===== src/rtl/mem_port_arbiter.sv =====
// Arbiter sharing one fixed-latency, single-ported memory between instruction fetch and data access.
// Data has priority. Fetch is forced through after MAX_STREAK data grants that were made while it waited.
module mem_port_arbiter #(
  parameter int ADDR_W     = 32,
  parameter int DATA_W     = 32,
  parameter int MEM_LAT    = 2,
  parameter int MAX_STREAK = 4
) (
  input  logic              clk,
  input  logic              rst_n,
  input  logic              if_req,
  input  logic [ADDR_W-1:0] if_addr,
  output logic              if_gnt,
  output logic              if_rvalid,
  output logic [DATA_W-1:0] if_rdata,
  input  logic              d_req,
  input  logic              d_we,
  input  logic [3:0]        d_wmask,
  input  logic [ADDR_W-1:0] d_addr,
  input  logic [DATA_W-1:0] d_wdata,
  output logic              d_gnt,
  output logic              d_rvalid,
  output logic [DATA_W-1:0] d_rdata,
  output logic              mem_en,
  output logic              mem_we,
  output logic [3:0]        mem_wmask,
  output logic [ADDR_W-1:0] mem_addr,
  output logic [DATA_W-1:0] mem_wdata,
  input  logic [DATA_W-1:0] mem_rdata,
  output logic              stall_if,
  output logic              stall_mem
);

  typedef enum logic {ST_IDLE, ST_WAIT} state_t;
  typedef enum logic [1:0] {OWN_NONE, OWN_IF, OWN_D} owner_t;

  localparam logic [2:0] CNT_LOAD   = 3'(MEM_LAT - 1);
  localparam logic [3:0] STREAK_MAX = 4'(MAX_STREAK);

  state_t     state_reg;
  owner_t     owner_reg;
  logic [2:0] cnt_reg;
  logic [3:0] streak_reg;

  logic resp_cycle;
  logic issue_ok;
  logic fetch_win;
  logic issue;

  // The response cycle doubles as an issue slot, giving one access per MEM_LAT cycles.
  assign resp_cycle = (state_reg == ST_WAIT) && (cnt_reg == 3'd0);
  // The rst_n term keeps the grant paths quiet while reset is held.
  assign issue_ok   = rst_n && ((state_reg == ST_IDLE) || resp_cycle);
  assign fetch_win  = if_req && (!d_req || (streak_reg == STREAK_MAX));

  assign if_gnt = issue_ok && fetch_win;
  assign d_gnt  = issue_ok && d_req && !fetch_win;
  assign issue  = if_gnt || d_gnt;

  assign mem_en    = issue;
  assign mem_we    = d_gnt && d_we;
  assign mem_addr  = d_gnt ? d_addr : (if_gnt ? if_addr : '0);
  assign mem_wdata = mem_we ? d_wdata : '0;

  generate
    for (genvar gi = 0; gi < 4; gi++) begin : g_wmask
      assign mem_wmask[gi] = mem_we && d_wmask[gi];
    end
  endgenerate

  assign if_rvalid = resp_cycle && (owner_reg == OWN_IF);
  assign d_rvalid  = resp_cycle && (owner_reg == OWN_D);
  assign if_rdata  = if_rvalid ? mem_rdata : '0;
  assign d_rdata   = d_rvalid ? mem_rdata : '0;

  assign stall_if  = if_req && !if_gnt;
  assign stall_mem = (d_req && !d_gnt) ||
                     ((state_reg == ST_WAIT) && (owner_reg == OWN_D) && !d_rvalid);

  always_ff @(posedge clk or negedge rst_n) begin
    if (!rst_n) begin
      state_reg  <= ST_IDLE;
      owner_reg  <= OWN_NONE;
      cnt_reg    <= 3'd0;
      streak_reg <= 4'd0;
    end else begin
      if (issue) begin
        state_reg <= ST_WAIT;
        owner_reg <= if_gnt ? OWN_IF : OWN_D;
        cnt_reg   <= CNT_LOAD;
      end else if (state_reg == ST_WAIT) begin
        if (cnt_reg == 3'd0) begin
          state_reg <= ST_IDLE;
          owner_reg <= OWN_NONE;
        end else begin
          cnt_reg <= cnt_reg - 3'd1;
        end
      end

      // Streak only counts data grants that actually made fetch wait.
      if (if_gnt || !if_req) begin
        streak_reg <= 4'd0;
      end else if (d_gnt && (streak_reg != STREAK_MAX)) begin
        streak_reg <= streak_reg + 4'd1;
      end
    end
  end

endmodule


===== config.mk =====
export PLATFORM = sky130hd
export DESIGN_NAME = mem_port_arbiter
export DESIGN_NICKNAME = d
export VERILOG_FILES = /design/src/rtl/mem_port_arbiter.sv
export SDC_FILE = /design/constraint.sdc
export NUM_CORES = 1
export LEC_CHECK = 0
export ABC_AREA = 1
export BUFFER_PORTS_ARGS = -buffer_cell sky130_fd_sc_hd__buf_2
export CAP_MARGIN = 20
export CELL_PAD_IN_SITES_DETAIL_PLACEMENT = 0
export CELL_PAD_IN_SITES_GLOBAL_PLACEMENT = 1
export CORE_MARGIN = 2
export CORE_UTILIZATION = 15
export CTS_BUF_LIST = sky130_fd_sc_hd__clkbuf_2
export DETAILED_ROUTE_END_ITERATION = 8
export GPL_TIMING_DRIVEN = 0
export PLACE_DENSITY_LB_ADDON = 0.1
export SLEW_MARGIN = 5
export SYNTH_ARGS = -nofsm -noshare
export SYNTH_HDL_FRONTEND = slang
export SYNTH_SLANG_ARGS = --single-unit

===== constraint.sdc =====
create_clock -name clk -period 1.6 [get_ports clk]
set_input_delay 0.16 -clock clk [delete_from_list [all_inputs] [get_ports clk]]
set_output_delay 0.16 -clock clk [all_outputs]
set_load 0.02 [all_outputs]

Word-level counts from Yosys, hierarchy flattened
Cells that the tools add are included.
Operators by class
  add/sub/neg operators: 2
  equal/unequal tests: 5
  muxes and demuxes: 17
  bitwise gates (word level): 1
  reductions and logical operators: 35
Operator list (count)
  $mux 32: 5
  $logic_and 1x1->1: 18
  $mux 3: 3
  $mux 2: 4
  $mux 4: 2
  $logic_not 1->1: 6
  $reduce_bool 2->1: 3
  $logic_or 1x1->1: 5
  $add 4x1->4 const B: 1
  $eq 4x3->1 const B: 1
  $ne 4x3->1 const B: 1
  $reduce_and 2->1: 2
  $logic_not 3->1: 1
  $mux 1: 3
  $sub 3x1->3 const B: 1
  $eq 2x1->1 const B: 1
  $eq 2x2->1 const B: 1
  $ne 2x2->1 const B: 1
  $not 1->1: 1
Storage, ports and cells
  bits in registers: 10
  bits of input ports: 137
  output and inout bits: 140
  logic and storage cells: 64

Logic depth before layout (Yosys ltp)
  depth after elaboration: 9
  gate-level depth with buffers: 11

Least setup slack after synthesis
No wires, ideal clock.
  path type: reg-to-output
  from: register cnt_reg[0]
  to: output port if_rdata[10]
  data arrival time: 1782 ps
  required time: 1440 ps
  slack: -342 ps
  stages on the path, launching flop included: 8
  buffers on the path: 1
  cell sequence: dfrtp_1 -> inv_1 -> ha_1 -> nand3_1 -> nor2_1 -> inv_1 -> clkbuf_8 -> nor2_1
On the way
  longest elaborated chain between the ends: 4
Ends and longest elaborated chain
  from (decl): RTL line 42  | logic [2:0] cnt_reg;
  from (signal assigned): RTL line 96  | cnt_reg <= cnt_reg - 3'd1;
  $logic_not 3->1: RTL line 51  | assign resp_cycle = (state_reg == ST_WAIT) && (cnt_reg == 3'd0);
  $logic_and 1x1->1: RTL line 51
  $logic_and 1x1->1: RTL line 71  | assign if_rvalid = resp_cycle && (owner_reg == OWN_IF);
  net if_rvalid: RTL line 14  | output logic if_rvalid,
  $mux 32: RTL line 73  | assign if_rdata = if_rvalid ? mem_rdata : '0;
  to (decl): RTL line 15  | output logic [DATA_W-1:0] if_rdata,
The timed path passes the listed nets, and every way through them passes these cells.

Worst setup path after layout
  from: register cnt_reg[0]
  to: output port mem_wdata[28]
On the way
  longest elaborated chain between the ends: 8
Ends and longest elaborated chain
  $logic_not 3->1: RTL line 51
  $logic_and 1x1->1: RTL line 51
  $logic_or 1x1->1: RTL line 53  | assign issue_ok = rst_n && ((state_reg == ST_IDLE) || resp_cycle);
  $logic_and 1x1->1: RTL line 53
  $logic_and 1x1->1 (2 in a row): RTL line 57  | assign d_gnt = issue_ok && d_req && !fetch_win;
  $logic_and 1x1->1: RTL line 61  | assign mem_we = d_gnt && d_we;
  $mux 32: RTL line 63  | assign mem_wdata = mem_we ? d_wdata : '0;
  to (decl): RTL line 28  | output logic [DATA_W-1:0] mem_wdata,
Every way passes these cells.

==> reports/results.ini <==
[die]
die_x_microns=116
dieArea_sq_um=13400
row_count=40
die_h_microns=116
io_pins=277
initial_core_util_pct=15.5
core_sq_um=12100

[global_routing]
grt_pass1_vias=3498
antenna_found_initial=0
grt_max_degree=11
grt_pass1_wl_mm=17.3
grt-ovfl-total=0
grt_usage_pct=16.3

[job]
drv_cap=0

[detailed_routing]
drtIter0Drc=51
viasPerCell=3.96
avgRoutedWirePerCell_microns=13.9
drc=0
drt_first_pass_iters=4
num_vias=3407
drt_wl_total_mm=12.0
drtAntennaViolNets=0

[pwr]
power_w=0.00371
netSwitchingPower_w=0.00181
power_density_nw_per_um2=596
p_clk_share_pct=4.0
seq_power_share_pct=10.4
ir_drop_uv=313
pwr-share-comb_pct=85.5
sw_frac_of_total_pct=48.9
internal-power_w=0.00190
power.leakage_nw=3.32

[logic_synthesis]
synth_cells=368
synth_seq_cells=10
synth_nets=509
synth_top_area_share_pct=22.5
synth_seq_area_share_pct=13.4
yosys.area.top_type=nand2_1
syn-cell-area_sq_um=1870
yosys-top-cells-area=nand2_1, nor2_1, inv_1, dfrtp_1, nor2_2
synth.avg_cell_area_sq_um=5.09
yosys_warnings=0
ys_types=25

[cells_and_area]
drive_gt1_share_pct=78.6
nets=833
syn_to_final_growth_pct=233
finalNonFillerCells=860
fillCellCount=1133
largest_register_ffs=4

[sta]
setup_violations=140
fmax_mhz=506
tns_ns=-44.56
finalCriticalPeriod_ns=1.98
rsz0062_at_grt=true
fin_crit_sh_pct=124
worst_pin_slew_ns=0.510
slew_headroom_pct=65.9
fin_worst_skew_ns=0.0108
finalHoldViolations=0
timing.final.ws_setup_ns=-0.377
holdWs_ns=0.187
drv_slew=0

[critical_path]
crit_type=register to output pin
cp_slowest_cell=dfrtp_1
critPathRequiredTime_ns=1.44
crit_top_cell=nand2_4
cp_slowest_stage_delay_ns=0.41
path_cells=inv_2 -> ha_4 -> nand2_4 -> nand2_4 -> nand3_2 -> clkinv_2 -> nand2_4 -> inv_8 -> nand2_8 -> clkbuf_16 -> nor2_4 -> buf_6
cp_max_fo=8
arrival_ns=1.82
critical_path.endpoint_type=output pin
start_kind=register

[placed_design]
pre_cts_ws_ns=-0.359
gp_routability_congestion=0.786
portBuffers=276
dpl.hpwl_mm=8.35
dp_cells=812

[clocking]
cts_tree=yes
cts_sinks=10
numCtsBuffers=3
cts_root_buf=clkbuf_2
insertion_delay_ns=0.26
cts.clk_slew.worst_paths_ns=0.12
cts_max_level=1
clk_path_buf_depth=2

[outcome]
violations=setup timing
status=complete, but fails checks

[worst_hold_path]
hold_path.class=input pin to register

[cell type report]
type / count / area, sq um / share of cell area (%)
multi-input cells: 258 / 2250 / 36.1
plain buffers: 15 / 298 / 4.78
flip-flops and latches: 10 / 250 / 4.02
repair buffers: 319 / 2840 / 45.7
diodes: 1 / 2.50 / 0.0402
clock buffers: 3 / 15.0 / 0.241
well taps: 168 / 210 / 3.38
clock inverters: 1 / 3.75 / 0.0603
inverters: 85 / 353 / 5.67
[metal layers]
layer,up-vias,GRT usage (%),wire length [microns]
li1,1686,-,-
met1,1547,16.2,3870
met2,162,34.9,7080
met3,12,3.09,895
met4,0,1.98,143
met5,-,0,0
[synth_stat cells]
master / count
or2_1: 1
clkbuf_8: 5
nand3_1: 7
nand3_2: 2
nand2_4: 3
xor2_1: 1
o21ai_0: 4
a21oi_2: 1
clkinv_1: 1
buf_8: 1
inv_6: 1
nand2_8: 1
a21oi_1: 2
buf_6: 6
nand2_1: 112
dfrtp_1: 10
nor2_1: 102
inv_2: 3
a21boi_0: 1
inv_1: 80
buf_2: 3
nor2_2: 14
o21a_1: 1
ha_1: 4
nand2_2: 2
[power by group through the flow]
stage	sequential (W)	combinational (W)	clock, W
after global placement	0.000380	0.00187	0
final	0.000387	0.00318	0.000150
after detailed placement	0.000382	0.00188	0
after CTS	0.000386	0.00297	0.000157
after global routing	0.000399	0.00340	0.000173
after floorplan	0.000374	0.00127	0
[kinds of logic (layout without fill, tap and decap cells)]
family | after synthesis | in the layout | share of synthesized area (%)
AOI/OAI and AO/OA | 9 | 9 | 2.87
xor gates and xnor gates | 1 | 1 | 0.468
adders and majority gates | 4 | 4 | 2.67
and+or+nand+nor | 244 | 244 | 54.4
other | 0 | 1 | 0
buffers and inverters | 100 | 423 | 26.2
DFF | 10 | 10 | 13.4
[through the flow]
step / utilization (%) / instance area (sq um)
2_1_floorplan: - / 2280
3_3_place_gp: 32.0 / 3870
3_5_place_dp: 32.0 / 3870
4_1_cts: 47.7 / 5770
5_1_grt: 51.4 / 6220
6_report: 51.4 / 6230
[path summary, 6_finish.rpt]
check / depth (start not counted) / endpoint / startpoint / slack [ns]
max: 12 / mem_wdata[28] / cnt_reg[0]$_DFFE_PN0P_ / -0.38
min reg2reg: 2 / owner_reg[1]$_DFFE_PN0P_ / owner_reg[1]$_DFFE_PN0P_ / 0.53
max reg2reg: 11 / streak_reg[2]$_DFFE_PN0P_ / streak_reg[1]$_DFFE_PN0P_ / 0.10
min in group asynchronous: 2 / cnt_reg[0]$_DFFE_PN0P_ / rst_n / 0.47
min: 3 / streak_reg[1]$_DFFE_PN0P_ / if_req / 0.19
max in group asynchronous: 2 / streak_reg[3]$_DFFE_PN0P_ / rst_n / 0.78
[cell usage in the layout (no fill, tap or decap), types with 2 or more instances in the layout]
cell       netlist  layout
inv_8            0       2
nand2_1        112      34
buf_4            0      19
nand2_2          2      55
nand3_1          7       4
ha_4             0       2
nand2_4          3      28
inv_1           80      73
ha_1             4       2
nand3_4          0       2
buf_6            6     151
o21ai_0          4       3
a21oi_1          2       2
nor2_1         102      14
dfrtp_1         10      10
clkbuf_2         0       3
clkbuf_16        0      13
inv_2            3       7
nor2_4           0     101
buf_2            3     136
buf_16           0       3
nand3_2          2       3
buf_12           0       7
buf_8            1       4
[critical path: cells and delay by family (launching register included)]
family	cells	cell delay, ns
buf+inv	5	0.53
simple gates	6	0.47
flops	1	0.41
fa+ha+maj	1	0.14
[repair_timing]
action | 4_1_cts | 5_1_grt
endpoints found under the setup margin | 140 | 143
hold buffers | 1 | 0
gates resized for setup | 423 | 94
pin swaps | 23 | 26
setup buffers | 24 | 7
cloned | 11 | 3
endpoints found under the hold margin | 10 | 0
Power figures use the tool's default switching activity.
